===== config.mk =====
export PLATFORM = sky130hd
export DESIGN_NAME = rr_arbiter_8
export DESIGN_NICKNAME = d
export VERILOG_FILES = /design/src/rtl/arb_pkg.sv /design/src/rtl/decoder_3to8.sv /design/src/rtl/rr_arbiter_8.sv
export SDC_FILE = /design/constraint.sdc
export NUM_CORES = 1
export LEC_CHECK = 0
export BUFFER_PORTS_ARGS = -buffer_cell sky130_fd_sc_hd__clkbuf_2
export CAP_MARGIN = 20
export CORE_AREA = 2 2 61 75
export DETAILED_ROUTE_END_ITERATION = 8
export DIE_AREA = 0 0 63 77
export GPL_TIMING_DRIVEN = 0
export PLACE_DENSITY_LB_ADDON = 0.25
export SLEW_MARGIN = 20
export SYNTH_ARGS = -nofsm -noshare
export SYNTH_HDL_FRONTEND = slang
export SYNTH_SLANG_ARGS = --single-unit

===== constraint.sdc =====
create_clock -name clk -period 4.52 [get_ports clk]
set_clock_uncertainty 0.2 [all_clocks]
set_input_delay 0.226 -clock clk [delete_from_list [all_inputs] [get_ports clk]]
set_output_delay 0.226 -clock clk [all_outputs]
set_load 0.005 [all_outputs]

===== src/rtl/arb_pkg.sv =====
// Shared types, sizes and the rotating-priority select for the round-robin arbiter.
package arb_pkg;

    localparam int unsigned ARB_N     = 8;
    localparam int unsigned ARB_IDX_W = 3;

    typedef enum logic [0:0] {
        ARB_IDLE  = 1'b0,
        ARB_GRANT = 1'b1
    } arb_state_e;

    // First set request bit scanning upward from ptr, wrapping 7->0; returns ptr when req is zero.
    function automatic logic [ARB_IDX_W-1:0] rr_pick(
        input logic [ARB_N-1:0]     req,
        input logic [ARB_IDX_W-1:0] ptr
    );
        logic [ARB_IDX_W-1:0] pick;
        logic [ARB_IDX_W-1:0] idx;
        logic                 found;
        pick  = ptr;
        found = 1'b0;
        for (int unsigned i = 0; i < ARB_N; i++) begin
            idx = ptr + ARB_IDX_W'(i);
            if (!found && req[idx]) begin
                pick  = idx;
                found = 1'b1;
            end
        end
        return pick;
    endfunction

endpackage


===== src/rtl/decoder_3to8.sv =====
// 3-to-8 one-hot decoder.
module decoder_3to8 (
    input  logic [2:0] a,
    output logic [7:0] y
);

    // Exactly one output bit set, selected by a.
    always_comb begin
        y    = 8'h00;
        y[a] = 1'b1;
    end

endmodule


===== src/rtl/rr_arbiter_8.sv =====
// Eight-way round-robin arbiter with optional grant hold limit.
module rr_arbiter_8
    import arb_pkg::*;
#(
    parameter int unsigned HOLD_MAX = 16
) (
    input  logic                 clk,
    input  logic                 rst_n,
    input  logic [ARB_N-1:0]     req,
    output logic [ARB_N-1:0]     gnt,
    output logic [ARB_IDX_W-1:0] gnt_idx,
    output logic                 gnt_valid,
    output logic                 expired
);

    localparam int unsigned CNT_W = (HOLD_MAX == 0) ? 1 : $clog2(HOLD_MAX + 1);
    localparam logic [CNT_W-1:0] CNT_LAST = CNT_W'((HOLD_MAX == 0) ? 0 : HOLD_MAX - 1);
    localparam logic [CNT_W-1:0] CNT_SAT  = {CNT_W{1'b1}};

    arb_state_e           state, state_nx;
    logic [ARB_IDX_W-1:0] ptr, ptr_nx;
    logic [ARB_IDX_W-1:0] idx_nx;
    logic                 valid_nx;
    logic                 expired_nx;
    logic [CNT_W-1:0]     cnt, cnt_nx;
    logic [ARB_N-1:0]     dec_y;

    // State, pointer, hold counter and registered outputs; synchronous reset.
    always_ff @(posedge clk) begin
        if (!rst_n) begin
            state     <= ARB_IDLE;
            ptr       <= '0;
            gnt_idx   <= '0;
            gnt_valid <= 1'b0;
            expired   <= 1'b0;
            cnt       <= '0;
        end else begin
            state     <= state_nx;
            ptr       <= ptr_nx;
            gnt_idx   <= idx_nx;
            gnt_valid <= valid_nx;
            expired   <= expired_nx;
            cnt       <= cnt_nx;
        end
    end

    // Arbitration, release/expiry decisions and hold counting.
    always_comb begin
        state_nx   = state;
        ptr_nx     = ptr;
        idx_nx     = gnt_idx;
        valid_nx   = gnt_valid;
        expired_nx = 1'b0;
        cnt_nx     = cnt;
        unique case (state)
            ARB_IDLE: begin
                if (req != '0) begin
                    idx_nx   = rr_pick(req, ptr);
                    valid_nx = 1'b1;
                    cnt_nx   = '0;
                    state_nx = ARB_GRANT;
                end
            end
            ARB_GRANT: begin
                if (!req[gnt_idx]) begin
                    valid_nx = 1'b0;
                    ptr_nx   = gnt_idx + ARB_IDX_W'(1);
                    state_nx = ARB_IDLE;
                end else if ((HOLD_MAX != 0) && (cnt == CNT_LAST)) begin
                    valid_nx   = 1'b0;
                    ptr_nx     = gnt_idx + ARB_IDX_W'(1);
                    expired_nx = 1'b1;
                    state_nx   = ARB_IDLE;
                end else if (cnt != CNT_SAT) begin
                    cnt_nx = cnt + CNT_W'(1);
                end
            end
            default: state_nx = ARB_IDLE;
        endcase
    end

    decoder_3to8 u_dec (
        .a (gnt_idx),
        .y (dec_y)
    );

    assign gnt = dec_y & {ARB_N{gnt_valid}};

endmodule


Word-level counts from Yosys, hierarchy flattened

Index checks and enable logic that the tools add are counted.

Reduce and logical (&&, ||, !) cells: 21
Equality and inequality tests: 8
Order comparisons: 10
Mux-type cells: 64
Add/subtract/negate cells: 9
Bitwise gates (word level): 2

Operators with widths:

| operator              | count |
|---|---|
| $mux W1               | 38 |
| $lt A3 B4 Y1 const B  | 9 |
| $bmux W1 S3           | 9 |
| $mux W3               | 9 |
| $mux W5               | 4 |
| $add A3 B3 Y3 const B | 4 |
| $pmux W5 S2           | 1 |
| $and A8 B8 Y8         | 1 |
| $logic_and A1 B1 Y1   | 8 |
| $reduce_bool A8 Y1    | 1 |
| $logic_not A1 Y1      | 7 |
| $add A3 B1 Y3 const B | 2 |
| $add A3 B2 Y3 const B | 2 |
| $ne A2 B1 Y1 const B  | 3 |
| $reduce_and A2 Y1     | 3 |
| $add A5 B1 Y5 const B | 1 |
| $eq A5 B4 Y1 const B  | 1 |
| $ne A5 B5 Y1 const B  | 1 |
| $ne A2 B2 Y1 const B  | 2 |
| $pmux W1 S2           | 2 |
| $reduce_and A4 Y1     | 1 |
| $demux W1 S3          | 1 |
| $ge A3 B1 Y1 const B  | 1 |
| $ne A3 B2 Y1 const B  | 1 |
| 2 further kinds       | 2 |

Input bits: 10
Word-level logic and storage cells: 120
Bits in registers: 14
Output and inout port bits: 13

Logic depth before layout (Yosys ltp)

Depth after elaboration: 38
Mapped depth: 12

Hierarchy

Synthesis repeated with hierarchy kept, for this count alone.

Cell total of the unflattened synthesis: 186
Area total of the unflattened synthesis: 1,660.3 um^2

Modules (own cells, without submodules):

| module       | times used | sequential area each (um^2) | area an instance (um^2) | cells an instance |
|---|---|---|---|---|
| rr_arbiter_8 | 1          | 280.3                       | 1,595.3                 | 178 |
| decoder_3to8 | 1          | 0.0                         | 65.1                    | 8 |

Worst setup path after synthesis

OpenSTA, ideal clock, no wires.

Path type: reg-to-reg
Start point: register ptr[1]
End point: register gnt_idx[1]
Stages on the path, launching flop included: 13
Period minus slack after synthesis: 2.806 ns
Required time: 4.198 ns
Path slack: 1.714 ns
Data arrival time: 2.484 ns
Path buffers: 3
Path through: dfxtp_1 > buf_6 > buf_6 > inv_1 > ha_1 > buf_6 > mux2i_1 > mux4_2 > a32o_2 > a211o_1 > nand4_1 > a21o_1 > a31oi_1

Longest elaborated chain between the ends: 38

Ends and longest elaborated chain:

| element                       | RTL line           | RTL |
|---|---|---|
| start, declared               | rr_arbiter_8.sv:21 | `logic [ARB_IDX_W-1:0] ptr, ptr_nx;` |
| start signal, assigned        | rr_arbiter_8.sv:39 | `ptr <= ptr_nx;` |
| $bmux W1 S3                   | arb_pkg.sv:24      | `if (!found && req[idx]) begin` |
| $mux W1 (not written as such) | arb_pkg.sv:24      |  |
| $mux W1                       | arb_pkg.sv:24      |  |
| $mux W1                       | rr_arbiter_8.sv:57 | `if (req != '0) begin` |
| $mux W1                       | rr_arbiter_8.sv:55 | `unique case (state)` |
| $logic_not A1 Y1              | arb_pkg.sv:24      |  |
| $logic_and A1 B1 Y1           | arb_pkg.sv:24      |  |
| $mux W1                       | arb_pkg.sv:24      |  |
| [22 not listed]               | --                 |  |
| $logic_not A1 Y1              | arb_pkg.sv:24      |  |
| $logic_and A1 B1 Y1           | arb_pkg.sv:24      |  |
| $mux W1                       | arb_pkg.sv:24      |  |
| $mux W1                       | rr_arbiter_8.sv:57 |  |
| $mux W1                       | rr_arbiter_8.sv:55 |  |
| $logic_not A1 Y1              | arb_pkg.sv:24      |  |
| $logic_and A1 B1 Y1           | arb_pkg.sv:24      |  |
| $mux W3 (*)                   | arb_pkg.sv:24      |  |
| end signal, assigned          | rr_arbiter_8.sv:40 | `gnt_idx <= idx_nx;` |
| end, declared                 | rr_arbiter_8.sv:11 | `output logic [ARB_IDX_W-1:0] gnt_idx,` |

Mark *: on every way between the ends. The rest lies on a longest branch, timed or not. The select of a mux whose other input is x is not followed.
A chain may end at the register's enable or synchronous reset.

Worst setup path in the final report

Start point: register ptr[1]
End point: register gnt_idx[0]

Same word-level chain as after synthesis.

==> metrics <==
status=completed; final number of setup-violating endpoints=0; #FFs+latches synth=14; area grow syn2layout=14.69%; worst slew pin tran=673.2 ps; Post-Route WL=3716 um; Hold EP=cnt[2]; MaxCap Viol Count=0; Worst-Skew Late Latency=240 ps; Placement Setup Slack=1453 ps; EDFF count, synth=0; commonest cells in the netlist=dfxtp_1, nand2_1, nor2_1; Worst Hold Depth=3; pwr dens=just under 400 nW/um2; HPWL after detailed placement=between 2000 and 3000 um; Core Rows=26; vias=1451; CTS Buf Count=3; global-route wire length before repair=~6400 um; GRT Util Overall=approximately 16%; setup tns final=0 ps; Routed Antenna Nets=0; PnR worst setup slack=around 1400 ps; hold buffer count at CTS=0; largest net degree at the start of global routing=11; initial antenna violation count=0; CTS max path bufs=2; starting density of the core=38.76%; TritonCTS clock tree=yes; Synth cell types=57; DRC Markers=0; fin area=1837 um2; Worst setup SP type=flop; final core utilization=44.46%; Area after DPL=1782 um2; Ports=23; nets=218; unrepaired setup endpoints after global routing=no; Mapped Area=1602 um2; DRT Pass-1 Iters=4; syn_nets=191; Reg2Reg Setup Slack=1430 ps; P_leak=0.7113 nW; Tmin final=a little over 3000 ps; Iter 0 DRT Violations=67; CP required=4430 ps; gpl congestion=0.8290; Synth Flop Type=dfxtp_1; Yosys top cell by area=dfxtp_1; post-CTS setup buffers=0; drt wl/cell=roughly 14 um; CTS resizes=0; vias in the first global route=1351; Slew Limit Fails=0; Avg Cell Area, Syn=9.152 um2; Via density=5.646; fmax=323.7 MHz; crit end category=flop; fraction of layout cells with a size suffix above 1=26.87%; Seq/Total Area, Yosys=17.50%; Cells after Synth=175; Core Area=4131 um2; H-tree depth=1; total clock sinks=14; number of fill cells=429; slew margin rel.=55.12%; clock root buffer=clkbuf_8; R2R Path End=gnt_idx[0]; IO buf count=22; worst reg-to-reg path cell count=12; Die Span X=between 60 and 70 um; critical setup path kind=flop to flop; Yosys warning count=0; FF+latch area=280.3 um2; dominant cells by area after synthesis=dfxtp_1, mux4_2, mux2i_1, mux4_1, ha_1; PnR Total Power=about 0.0007 W; fin crit share=68.35%; worst path arrival time=3000 ps; crit path max fanout=10; DIE AREA=4851 um2; hold_sp=rst_n; Hold WC Path Type=input port to flop; multi-input logic area=roughly 1200 um2; antenna cell count=0; clock input transition at the sequential cells of the worst setup and hold paths=60 ps; worst vdd ir=0.1908 mV; worst r2r src=ptr[1]; Worst Setup SP=ptr[1]; Yosys top cell area share=roughly 18%; grt ovf=0; die height=77 um; Synth async-reset ratio=0%; Final Hold Fails=0; most numerous cell in the Yosys netlist=dfxtp_1
-- kinds of logic after synthesis --
group / after synthesis / synth area share [%]
multiplexers: 24 / 25.78
buffers and inverters: 15 / 6.172
XOR/XNOR: 8 / 4.375
AND/OR/NAND/NOR: 68 / 23.91
flip-flops: 14 / 17.50
adder cells (fa/ha/maj): 6 / 4.687
AO/OA/AOI/OAI: 40 / 17.58
-- per-layer routing --
layer  GRT usage (%)  wire length, um  up-vias
met2           29.26             1920       20
met1           19.91             1692      703
met5               0                0        -
li1                -                -      718
met3           1.613               62       10
met4           4.444               41        0
-- worst max-delay path, stage by stage (launching register included) --
cell and delay [ps]:
dfxtp_1 340, buf_6 130, buf_6 140, inv_1 80, ha_1 280, buf_6 150
mux2i_1 200, mux4_2 520, o32ai_1 390, nand3_2 160, nand4_1 120, xnor2_1 140
o22ai_2 80
-- per-stage QoR --
stage | cells | hold WS, ps
after detailed placement | 253 | 278.7
after global placement | 253 | 284.1
final | 257 | 112.6
after global routing | 257 | 122.9
after CTS | 257 | 112.6
after floorplan | 175 | 184.5
-- how the worst max path moves through the flow --
stage	endpoint	depth (start not counted)	slack [ps]
final	gnt_idx[0]	12	1430
after global routing	gnt_idx[2]	12	1230
after CTS	gnt_idx[0]	12	1430
after detailed placement	gnt_idx[0]	12	1450
after global placement	gnt_idx[0]	12	1420
after floorplan	gnt_idx[1]	12	1710
-- layout make-up --
cell class                 instances  area share (%)
timing repair buffer              22           5.995
tap                               56           3.815
buffer                             9           4.155
sequential                        14           15.26
clock buffer                       4           2.997
multi-input combinational        146           66.55
inverter                           6           1.226
-- sequential cells by signal, summed over array words and instances, names as in the netlist --
register / cells
expired: 1
cnt: 5
gnt_idx: 3
state: 1
ptr: 3
gnt_valid: 1
-- layout by cell type (no fill, tap or decap), drive strengths merged, types with 2 or more instances in the layout --
cell	Yosys	final
o221ai	2	2
ha	6	6
nand2	13	13
nor4	2	2
a2111oi	2	2
a21boi	2	2
o21ai	10	10
clkbuf	3	29
buf	6	6
nand4b	2	2
dfxtp	14	14
a31oi	3	3
nor2	13	13
nand4	5	5
nand2b	10	10
nand3b	2	2
xor2	4	4
mux2	3	3
nor3	2	2
and2	6	6
xnor2	4	4
inv	5	5
mux2i	10	10
nand3	5	5
mux4	11	11
nor2b	5	5
a21oi	7	7
-- where the power goes --
| part | total (W) | internal [W] | switching [W] |
|---|---|---|---|
| combinational | 0.000427 | 0.000203 | 0.000225 |
| sequential | 0.000158 | 0.000139 | 0.0000194 |
| clock | 0.000122 | 0.0000771 | 0.0000448 |
Note: power is estimated with default switching activity, not from simulation.
